## src/rtl/hazard_unit_pkg.sv

```systemverilog
// Shared encodings for the hazard/forwarding controller: forward-mux selects,
// FSM states and scoreboard field widths.
package hazard_unit_pkg;

    // Same select encoding as the decode stage's operand forward mux.
    typedef enum logic [1:0] {
        FWD_REG = 2'd0,
        FWD_EX  = 2'd1,
        FWD_MEM = 2'd2,
        FWD_WB  = 2'd3
    } fwd_sel_t;

    typedef enum logic [1:0] {
        RUN   = 2'd0,
        STALL = 2'd1,
        WAIT  = 2'd2
    } state_t;

    localparam int SB_VALID_BITS  = 1;
    localparam int SB_LOAD_BITS   = 1;
    localparam int STALL_CNT_BITS = 2;
    localparam int WAIT_CNT_BITS  = 8;

    // Source register fields inside instr_top (instruction bits [31:16]).
    localparam int FIELD_BITS = 5;
    localparam int RS_LSB     = 5;
    localparam int RT_LSB     = 0;

endpackage

```

## src/rtl/hazard_fwd_sel.sv

```systemverilog
// Priority match of one source register against the EX/MEM/WB scoreboard;
// the youngest in-flight writer wins and register 0 never forwards.
module hazard_fwd_sel
    import hazard_unit_pkg::*;
#(
    parameter int REG_BITS = 5
) (
    input  logic [REG_BITS-1:0] src,
    input  logic                ex_valid,
    input  logic [REG_BITS-1:0] ex_dst,
    input  logic                mem_valid,
    input  logic [REG_BITS-1:0] mem_dst,
    input  logic                wb_valid,
    input  logic [REG_BITS-1:0] wb_dst,
    output fwd_sel_t            sel
);

    always_comb begin
        // NOTE: default assigned first so every path drives sel and no latch is inferred.
        sel = FWD_REG;
        if (src != '0) begin
            if (ex_valid && ex_dst == src) begin
                sel = FWD_EX;
            end else if (mem_valid && mem_dst == src) begin
                sel = FWD_MEM;
            end else if (wb_valid && wb_dst == src) begin
                sel = FWD_WB;
            end
        end
    end

endmodule

```

## src/rtl/hazard_unit.sv

```systemverilog
// Hazard and forwarding controller: private EX/MEM/WB writer scoreboard,
// forward selects, load-use stall, memory-wait freeze and branch/jump flushes.
module hazard_unit
    import hazard_unit_pkg::*;
#(
    parameter int REG_BITS          = 5,
    parameter int LOAD_STALL_CYCLES = 1,
    parameter int WAIT_LIMIT        = 255
) (
    input  logic                clk,
    input  logic                reset,
    input  logic [15:0]         instr_top,
    input  logic [REG_BITS-1:0] id_dst,
    input  logic                id_reg_write,
    input  logic                id_mem_read,
    input  logic                jump_taken,
    input  logic                branch_taken,
    input  logic                mem_busy,
    output logic [1:0]          ctrl_rs,
    output logic [1:0]          ctrl_rt,
    output logic                if_we,
    output logic                id_we,
    output logic                if_flush,
    output logic                id_flush,
    output logic                ex_flush,
    output logic                wait_timeout
);

    typedef struct packed {
        logic [SB_VALID_BITS-1:0] valid;
        logic [REG_BITS-1:0]      dst;
        logic [SB_LOAD_BITS-1:0]  is_load;
    } sb_entry_t;

    localparam sb_entry_t                 SB_BUBBLE  = '0;
    localparam logic [STALL_CNT_BITS-1:0] STALL_INIT = STALL_CNT_BITS'(LOAD_STALL_CYCLES - 1);
    localparam logic [WAIT_CNT_BITS-1:0]  WAIT_MAX   = WAIT_CNT_BITS'(WAIT_LIMIT);

    state_t                    state, state_nx;
    sb_entry_t                 sb_ex, sb_mem, sb_wb;
    sb_entry_t                 sb_ex_nx, sb_mem_nx, sb_wb_nx;
    sb_entry_t                 id_entry;
    logic [STALL_CNT_BITS-1:0] stall_cnt, stall_cnt_nx;
    logic [WAIT_CNT_BITS-1:0]  wait_cnt, wait_cnt_nx;
    logic [REG_BITS-1:0]       rs, rt;
    logic                      load_use;
    logic                      flushing;
    fwd_sel_t                  rs_sel, rt_sel;
    logic                      unused_bits;

    assign rs       = REG_BITS'(instr_top[RS_LSB +: FIELD_BITS]);
    assign rt       = REG_BITS'(instr_top[RT_LSB +: FIELD_BITS]);
    assign id_entry = '{valid: id_reg_write, dst: id_dst, is_load: id_mem_read};

    // rt is compared for every opcode, even ones that do not read it.
    assign load_use = sb_ex.valid[0] && sb_ex.is_load[0] && (sb_ex.dst != '0)
                   && (sb_ex.dst == rs || sb_ex.dst == rt);

    // The opcode and the oldest entry's load flag take no part in any decision.
    assign unused_bits = ^{instr_top[15:10], sb_wb.is_load};

    hazard_fwd_sel #(.REG_BITS(REG_BITS)) u_fwd_rs (
        .src      (rs),
        .ex_valid (sb_ex.valid[0]),
        .ex_dst   (sb_ex.dst),
        .mem_valid(sb_mem.valid[0]),
        .mem_dst  (sb_mem.dst),
        .wb_valid (sb_wb.valid[0]),
        .wb_dst   (sb_wb.dst),
        .sel      (rs_sel)
    );

    hazard_fwd_sel #(.REG_BITS(REG_BITS)) u_fwd_rt (
        .src      (rt),
        .ex_valid (sb_ex.valid[0]),
        .ex_dst   (sb_ex.dst),
        .mem_valid(sb_mem.valid[0]),
        .mem_dst  (sb_mem.dst),
        .wb_valid (sb_wb.valid[0]),
        .wb_dst   (sb_wb.dst),
        .sel      (rt_sel)
    );

    assign flushing = if_flush | id_flush | ex_flush;
    assign ctrl_rs  = flushing ? FWD_REG : rs_sel;
    assign ctrl_rt  = flushing ? FWD_REG : rt_sel;

    // Events are tested in priority order; a WAIT with mem_busy low behaves as RUN.
    always_comb begin
        state_nx     = state;
        stall_cnt_nx = stall_cnt;
        wait_cnt_nx  = wait_cnt;
        sb_ex_nx     = sb_ex;
        sb_mem_nx    = sb_mem;
        sb_wb_nx     = sb_wb;
        if_we        = 1'b0;
        id_we        = 1'b0;
        if_flush     = 1'b0;
        id_flush     = 1'b0;
        ex_flush     = 1'b0;

        if (mem_busy) begin
            state_nx     = WAIT;
            stall_cnt_nx = '0;
            if (state != WAIT) begin
                wait_cnt_nx = WAIT_CNT_BITS'(1);
            end else if (wait_cnt < WAIT_MAX) begin
                wait_cnt_nx = wait_cnt + 1'b1;
            end
        end else if (branch_taken) begin
            if_we        = 1'b1;
            if_flush     = 1'b1;
            id_flush     = 1'b1;
            ex_flush     = 1'b1;
            sb_ex_nx     = SB_BUBBLE;
            sb_mem_nx    = SB_BUBBLE;
            sb_wb_nx     = sb_mem;
            state_nx     = RUN;
            stall_cnt_nx = '0;
        end else if (state == STALL) begin
            id_flush     = 1'b1;
            sb_ex_nx     = SB_BUBBLE;
            sb_mem_nx    = sb_ex;
            sb_wb_nx     = sb_mem;
            stall_cnt_nx = stall_cnt - 1'b1;
            if (stall_cnt <= STALL_CNT_BITS'(1)) begin
                state_nx = RUN;
            end
        end else if (jump_taken) begin
            if_we     = 1'b1;
            if_flush  = 1'b1;
            id_flush  = 1'b1;
            sb_ex_nx  = SB_BUBBLE;
            sb_mem_nx = sb_ex;
            sb_wb_nx  = sb_mem;
            state_nx  = RUN;
        end else if (load_use) begin
            id_we     = 1'b1;
            id_flush  = 1'b1;
            sb_ex_nx  = SB_BUBBLE;
            sb_mem_nx = sb_ex;
            sb_wb_nx  = sb_mem;
            if (LOAD_STALL_CYCLES > 1) begin
                state_nx     = STALL;
                stall_cnt_nx = STALL_INIT;
            end else begin
                state_nx = RUN;
            end
        end else begin
            if_we     = 1'b1;
            id_we     = 1'b1;
            sb_ex_nx  = id_entry;
            sb_mem_nx = sb_ex;
            sb_wb_nx  = sb_mem;
            state_nx  = RUN;
        end
    end

    always_ff @(posedge clk) begin
        // NOTE: sequential state uses non-blocking assignments so every register samples pre-edge values.
        if (reset) begin
            state        <= RUN;
            sb_ex        <= SB_BUBBLE;
            sb_mem       <= SB_BUBBLE;
            sb_wb        <= SB_BUBBLE;
            stall_cnt    <= '0;
            wait_cnt     <= '0;
            wait_timeout <= 1'b0;
        end else begin
            state     <= state_nx;
            sb_ex     <= sb_ex_nx;
            sb_mem    <= sb_mem_nx;
            sb_wb     <= sb_wb_nx;
            stall_cnt <= stall_cnt_nx;
            wait_cnt  <= wait_cnt_nx;
            if (wait_cnt_nx == WAIT_MAX) begin
                wait_timeout <= 1'b1;
            end
        end
    end

endmodule

```

## config.mk

```make
export PLATFORM = sky130hd
export DESIGN_NAME = hazard_unit
export DESIGN_NICKNAME = d
export VERILOG_FILES = /design/src/rtl/hazard_unit_pkg.sv /design/src/rtl/hazard_fwd_sel.sv /design/src/rtl/hazard_unit.sv
export SDC_FILE = /design/constraint.sdc
export NUM_CORES = 1
export LEC_CHECK = 0
export BUFFER_PORTS_ARGS = -buffer_cell sky130_fd_sc_hd__buf_2
export CORE_UTILIZATION = 40
export DETAILED_ROUTE_END_ITERATION = 8
export PLACE_DENSITY = 0.69
export SLEW_MARGIN = 10
export SYNTH_ARGS = -nofsm -noshare
export SYNTH_HDL_FRONTEND = slang
export SYNTH_SLANG_ARGS = --single-unit
```

## constraint.sdc

```tcl
create_clock -name clk -period 2.2 [get_ports clk]
set_input_delay 0.22 -clock clk [delete_from_list [all_inputs] [get_ports clk]]
set_output_delay 0.22 -clock clk [all_outputs]
set_load 0.02 [all_outputs]
```

After elaboration in Yosys (flattened, before gate mapping)
Index checks and enable logic that the tools add are counted.
W data, S select, Z words.
{"block": "totals", "regBits": 29}
{"block": "op_classes", "add_sub_neg": 1, "order_cmp": 1, "n_eq_ne": 7, "mux": 34, "bitwise_logic": 2, "reduce_logical": 13}
{"op": "$eq A5 B5 Y1", "n": 6}
{"op": "$mux W7", "n": 4}
{"op": "$mux W8", "n": 3}
{"op": "$mux W2", "n": 11}
{"op": "$mux W1", "n": 16}
{"op": "$reduce_bool A5 Y1", "n": 3}
{"op": "$logic_and A1 B1 Y1", "n": 9}
{"op": "$add A8 B1 Y8 const B", "n": 1}
{"op": "$eq A8 B8 Y1 const B", "n": 1}
{"op": "$lt A8 B8 Y1 const B", "n": 1}
{"op": "$or A1 B1 Y1", "n": 2}
{"op": "$logic_or A1 B1 Y1", "n": 1}

Logic depth before layout (Yosys ltp)
{"block": "logic_depth", "ltp_word": 10, "mapped_depth": 7, "ltp_nobuf": 7}

Modules after synthesis
A second synthesis with hierarchy kept.
{"block": "hier_totals", "cells_unflattened": 222, "area_unflattened_um2": 1921.8}
{"module": "hazard_unit", "instances": 1, "cells_per_inst": 166, "area_each_um2": 1468.9, "seq_area_each_um2": 580.6}
{"module": "hazard_fwd_sel", "instances": 2, "cells_per_inst": 28, "area_each_um2": 226.5, "seq_area_each_um2": 0.0}

Least setup slack after synthesis
No wires, ideal clock.
{"block": "synth_path", "kind": "reg-to-output", "start": "reg sb_ex[2] in the netlist's numbering", "end": "out ctrl_rs[0]", "t_arrival_ns": 1.837, "slack_ns": 0.143, "stages_incl_launch_ff": 5, "n_path_buf": 0, "path_cell_list": "dfxtp_1 > or4_1 > o221a_1 > o31a_1 > nor2_1"}
{"block": "synth_between", "elab_chain_cells": 10}
{"element": "from (decl)", "line": "hazard_unit.sv:40", "text": "sb_entry_t sb_ex, sb_mem, sb_wb;"}
{"element": "from (signal assigned)", "line": "hazard_unit.sv:171", "text": "sb_ex <= sb_ex_nx;"}
{"element": "$eq A5 B5 Y1 or $reduce_bool A5 Y1 (tied branches)", "line": "hazard_unit.sv:57, hazard_unit.sv:56"}
{"element": "$logic_or A1 B1 Y1 or $logic_and A1 B1 Y1 (tied branches)", "line": "hazard_unit.sv:57, hazard_unit.sv:56"}
{"element": "$logic_and A1 B1 Y1 (*)", "line": "hazard_unit.sv:57", "text": "&& (sb_ex.dst == rs || sb_ex.dst == rt);"}
{"element": "$mux W1 (*)", "line": "hazard_unit.sv:137", "text": "end else if (load_use) begin"}
{"element": "$mux W1 (*)", "line": "hazard_unit.sv:129", "text": "end else if (jump_taken) begin"}
{"element": "$mux W1 (*)", "line": "hazard_unit.sv:110", "text": "end else if (branch_taken) begin"}
{"element": "$mux W1 (*)", "line": "hazard_unit.sv:102", "text": "if (mem_busy) begin"}
{"element": "net id_flush", "line": "hazard_unit.sv:24", "text": "output logic id_flush,"}
{"element": "$or A1 B1 Y1 (*) (2 in series)", "line": "hazard_unit.sv:84", "text": "assign flushing = if_flush | id_flush | ex_flush;"}
{"element": "$mux W2 (*)", "line": "hazard_unit.sv:85", "text": "assign ctrl_rs = flushing ? FWD_REG : rs_sel;"}
{"element": "to (decl)", "line": "hazard_unit.sv:19", "text": "output logic [1:0] ctrl_rs,"}
Mark *: on every way through the listed nets, which the timed path passes. The rest lies on a longest branch.

Worst setup path after layout
{"block": "layout_path", "start": "reg sb_ex[5] in the netlist's numbering", "end": "out ctrl_rt[1]"}
{"block": "layout_between", "elab_chain_cells": 10}
{"element": "$eq A5 B5 Y1 (tied with other cells)", "line": "hazard_unit.sv:57"}
{"element": "$logic_or A1 B1 Y1 or $logic_and A1 B1 Y1 (tied branches)", "line": "hazard_unit.sv:57, hazard_unit.sv:56"}
{"element": "$logic_and A1 B1 Y1", "line": "hazard_unit.sv:57"}
{"element": "$mux W1", "line": "hazard_unit.sv:137"}
{"element": "$mux W1", "line": "hazard_unit.sv:129"}
{"element": "$mux W1", "line": "hazard_unit.sv:110"}
{"element": "$mux W1", "line": "hazard_unit.sv:102"}
{"element": "$or A1 B1 Y1 (2 in series)", "line": "hazard_unit.sv:84"}
{"element": "$mux W2 (*)", "line": "hazard_unit.sv:86", "text": "assign ctrl_rt = flushing ? FWD_REG : rt_sel;"}
{"element": "to (decl)", "line": "hazard_unit.sv:20", "text": "output logic [1:0] ctrl_rt,"}
Every way passes the cells marked *; elsewhere a longest branch is shown, timed or not.

==> metrics <==
Leak=between 0.0008 and 0.0009 uW; Layout area overhead=20.2%; status=complete, but fails checks; Final nets=around 260; Clock Latency Late Sink=between 200 and 300 ps; Post-Syn Area=1620 sq um; DR iter-0 viols=59; max cap viols=0; Core Util, Final=51.5%; clk sink count=29; share of layout cells above drive strength 1=between 20 and 25%; CP Data Arrival Time=2030 ps; Mean Syn Cell Area=roughly 8.4 sq um; I/O Buffers=31; DRT antenna net count=0; Yosys warning count=0; vias in the first global route=1374; CTS clk-pin slew, worst paths=60 ps; initial antenna violation count=0; Yosys top cell area share=~36%; HP Class=in2reg; die area=4300 sq um; site row count=22; routed len/inst=13.6 um; first-pass GRT wire length=6.15 mm; most common cell in the synthesized netlist=nor2_1; minimum clock period=2250 ps; synthesis-stage register bit count=29; total power=1100 uW; # IOs=38; post-route setup TNS=-225 ps; Crit path required time=1980 ps; Fmax=444 MHz; Tcrit/Tclk final=102%; most frequent cells after synthesis=32 x nor2_1, 29 x dfxtp_1, 24 x xor2_1; GRT overflow=0; Max VDD drop=0.304 mV; GPL Wtd Cong=0.807; endpoints failing setup=5; Seq/Total Area, Yosys=35.9%; CP endpoint kind=output port; largest area contributor in the netlist=dfxtp_1; die height=65.6 um; Final Hold Fails=0; Syn Inst Count=about 190; total global-route track usage=between 15 and 20%; failing checks=negative setup slack; die width=65.6 um; worst setup margin=-53.9 ps; max_slew headroom=65.8%; Detailed Routing Iterations Pass 1=4; largest net degree at the start of global routing=29; number of CTS-inserted buffers=5; RSZ-0062 raised after global routing=yes; largest cells by area after synthesis=dfxtp_1 36%, xor2_1 13%, nor2_1 7.4%; vias per cell=5.35; initial cell density of the core=42.9%; Routed Wire Length=~3.8 mm; H-tree depth=2; syn nets=221; core footprint=approximately 3800 sq um; asr flop ratio synth=0%; EDFF count, synth=0; Crit Path Max Fanout=5; Pins Over Slew Limit=0; Slew @ Worst Pin=511 ps; number of remaining DRC errors=0; clock tree root buffer cell=clkbuf_8; CTS tree=done; crit path kind=reg2out; DP HPWL=2.81 mm; Diodes inserted=0; pre-CTS WS=198 ps; count of cell types in the netlist=35; startpoint types=flop; via count=1477; CTS Hold Bufs=0; most used flip-flop cell after synthesis=dfxtp_1; Clock Tree Buf Depth=2; Min Hold Slack=approximately 150 ps; power per cell area=568 nW/um^2; clk_skew=2.84 ps
## area by class of cell
type | instances | area, sq um
multi-input cells | 155 | 1010
repair buffers | 35 | 195
well taps | 48 | 60.1
flip-flops and latches | 29 | 588
clock buffers | 7 | 86.3
fillers | 363 | 1830
inverters | 2 | 7.51
## logic make-up after synthesis
logic type               after synthesis  synth area share, %
AND/OR/NAND/NOR                       84                 26.6
buffers and inverters                  8                 1.86
AO/OA/AOI/OAI                         32                 13.8
adder cells (fa/ha/maj)                1                0.774
flip-flops                            29                 35.9
XOR/XNOR                              32                 17.3
multiplexers                           6                 3.72
## layout by cell type (no fill, tap or decap), drive strengths merged, types with 6 or more instances in the layout
| cell type | n |
|---|---|
| clkbuf | 7 |
| nor4 | 6 |
| a21oi | 11 |
| nand2 | 7 |
| mux2i | 6 |
| xnor2 | 8 |
| dfxtp | 29 |
| nor3 | 11 |
| a22o | 7 |
| nor2 | 32 |
| xor2 | 24 |
| nand3 | 6 |
| nor3b | 7 |
| buf | 35 |
## state kept, by name (all words and copies together) (netlist names)
signal        cells
wait_cnt          8
sb_ex             7
sb_mem            6
sb_wb             6
state             1
wait_timeout      1
## routing by layer
metal / up-vias / track usage (%) / wire [um]
met5: - / 0 / 0
met4: 0 / 8.97 / 61
met3: 6 / 5.90 / 134
met2: 38 / 31.1 / 1720
met1: 682 / 23.8 / 1850
li1: 751 / - / -
## worst paths after layout
kind,slack [ps],cells past startpoint,start,to
hold / removal,150,2,id_mem_read,sb_ex[0]$_SDFFE_PP0N_
hold reg to reg,480,1,sb_ex[0]$_SDFFE_PP0N_,sb_ex[0]$_SDFFE_PP0N_
setup / recovery,-50,5,sb_ex[5]$_SDFFE_PP0N_,ctrl_rt[1]
setup reg to reg,330,5,sb_ex[5]$_SDFFE_PP0N_,sb_ex[2]$_SDFFE_PP0N_
## through the flow
step	instances	area (sq um)
4_1_cts	275	1930
3_5_place_dp	268	1830
5_1_grt	276	1940
2_1_floorplan	192	1620
3_3_place_gp	268	1830
6_report	276	1940
## where the power goes
group	leakage, uW	total [uW]	internal [uW]	switching, uW
Clock	0.0000443	438	247	190
Combinational	0.000563	126	52.5	73.5
Sequential	0.000237	540	532	8.16
Total	0.000844	1100	832	272
## critical path, cell delays in order, from the launching register on
cell and delay [ps]:
dfxtp_2 350, or4_1 520, o221a_1 300, o31a_1 320, nor2_1 110, buf_4 150
## repair_timing
item | CTS | global route
pin swaps | 7 | 5
setup buffers | 0 | 1
setup endpoints to repair | 5 | 6
resized for setup | 8 | 1
cloned | 0 | 0
Power figures use the tool's default switching activity.
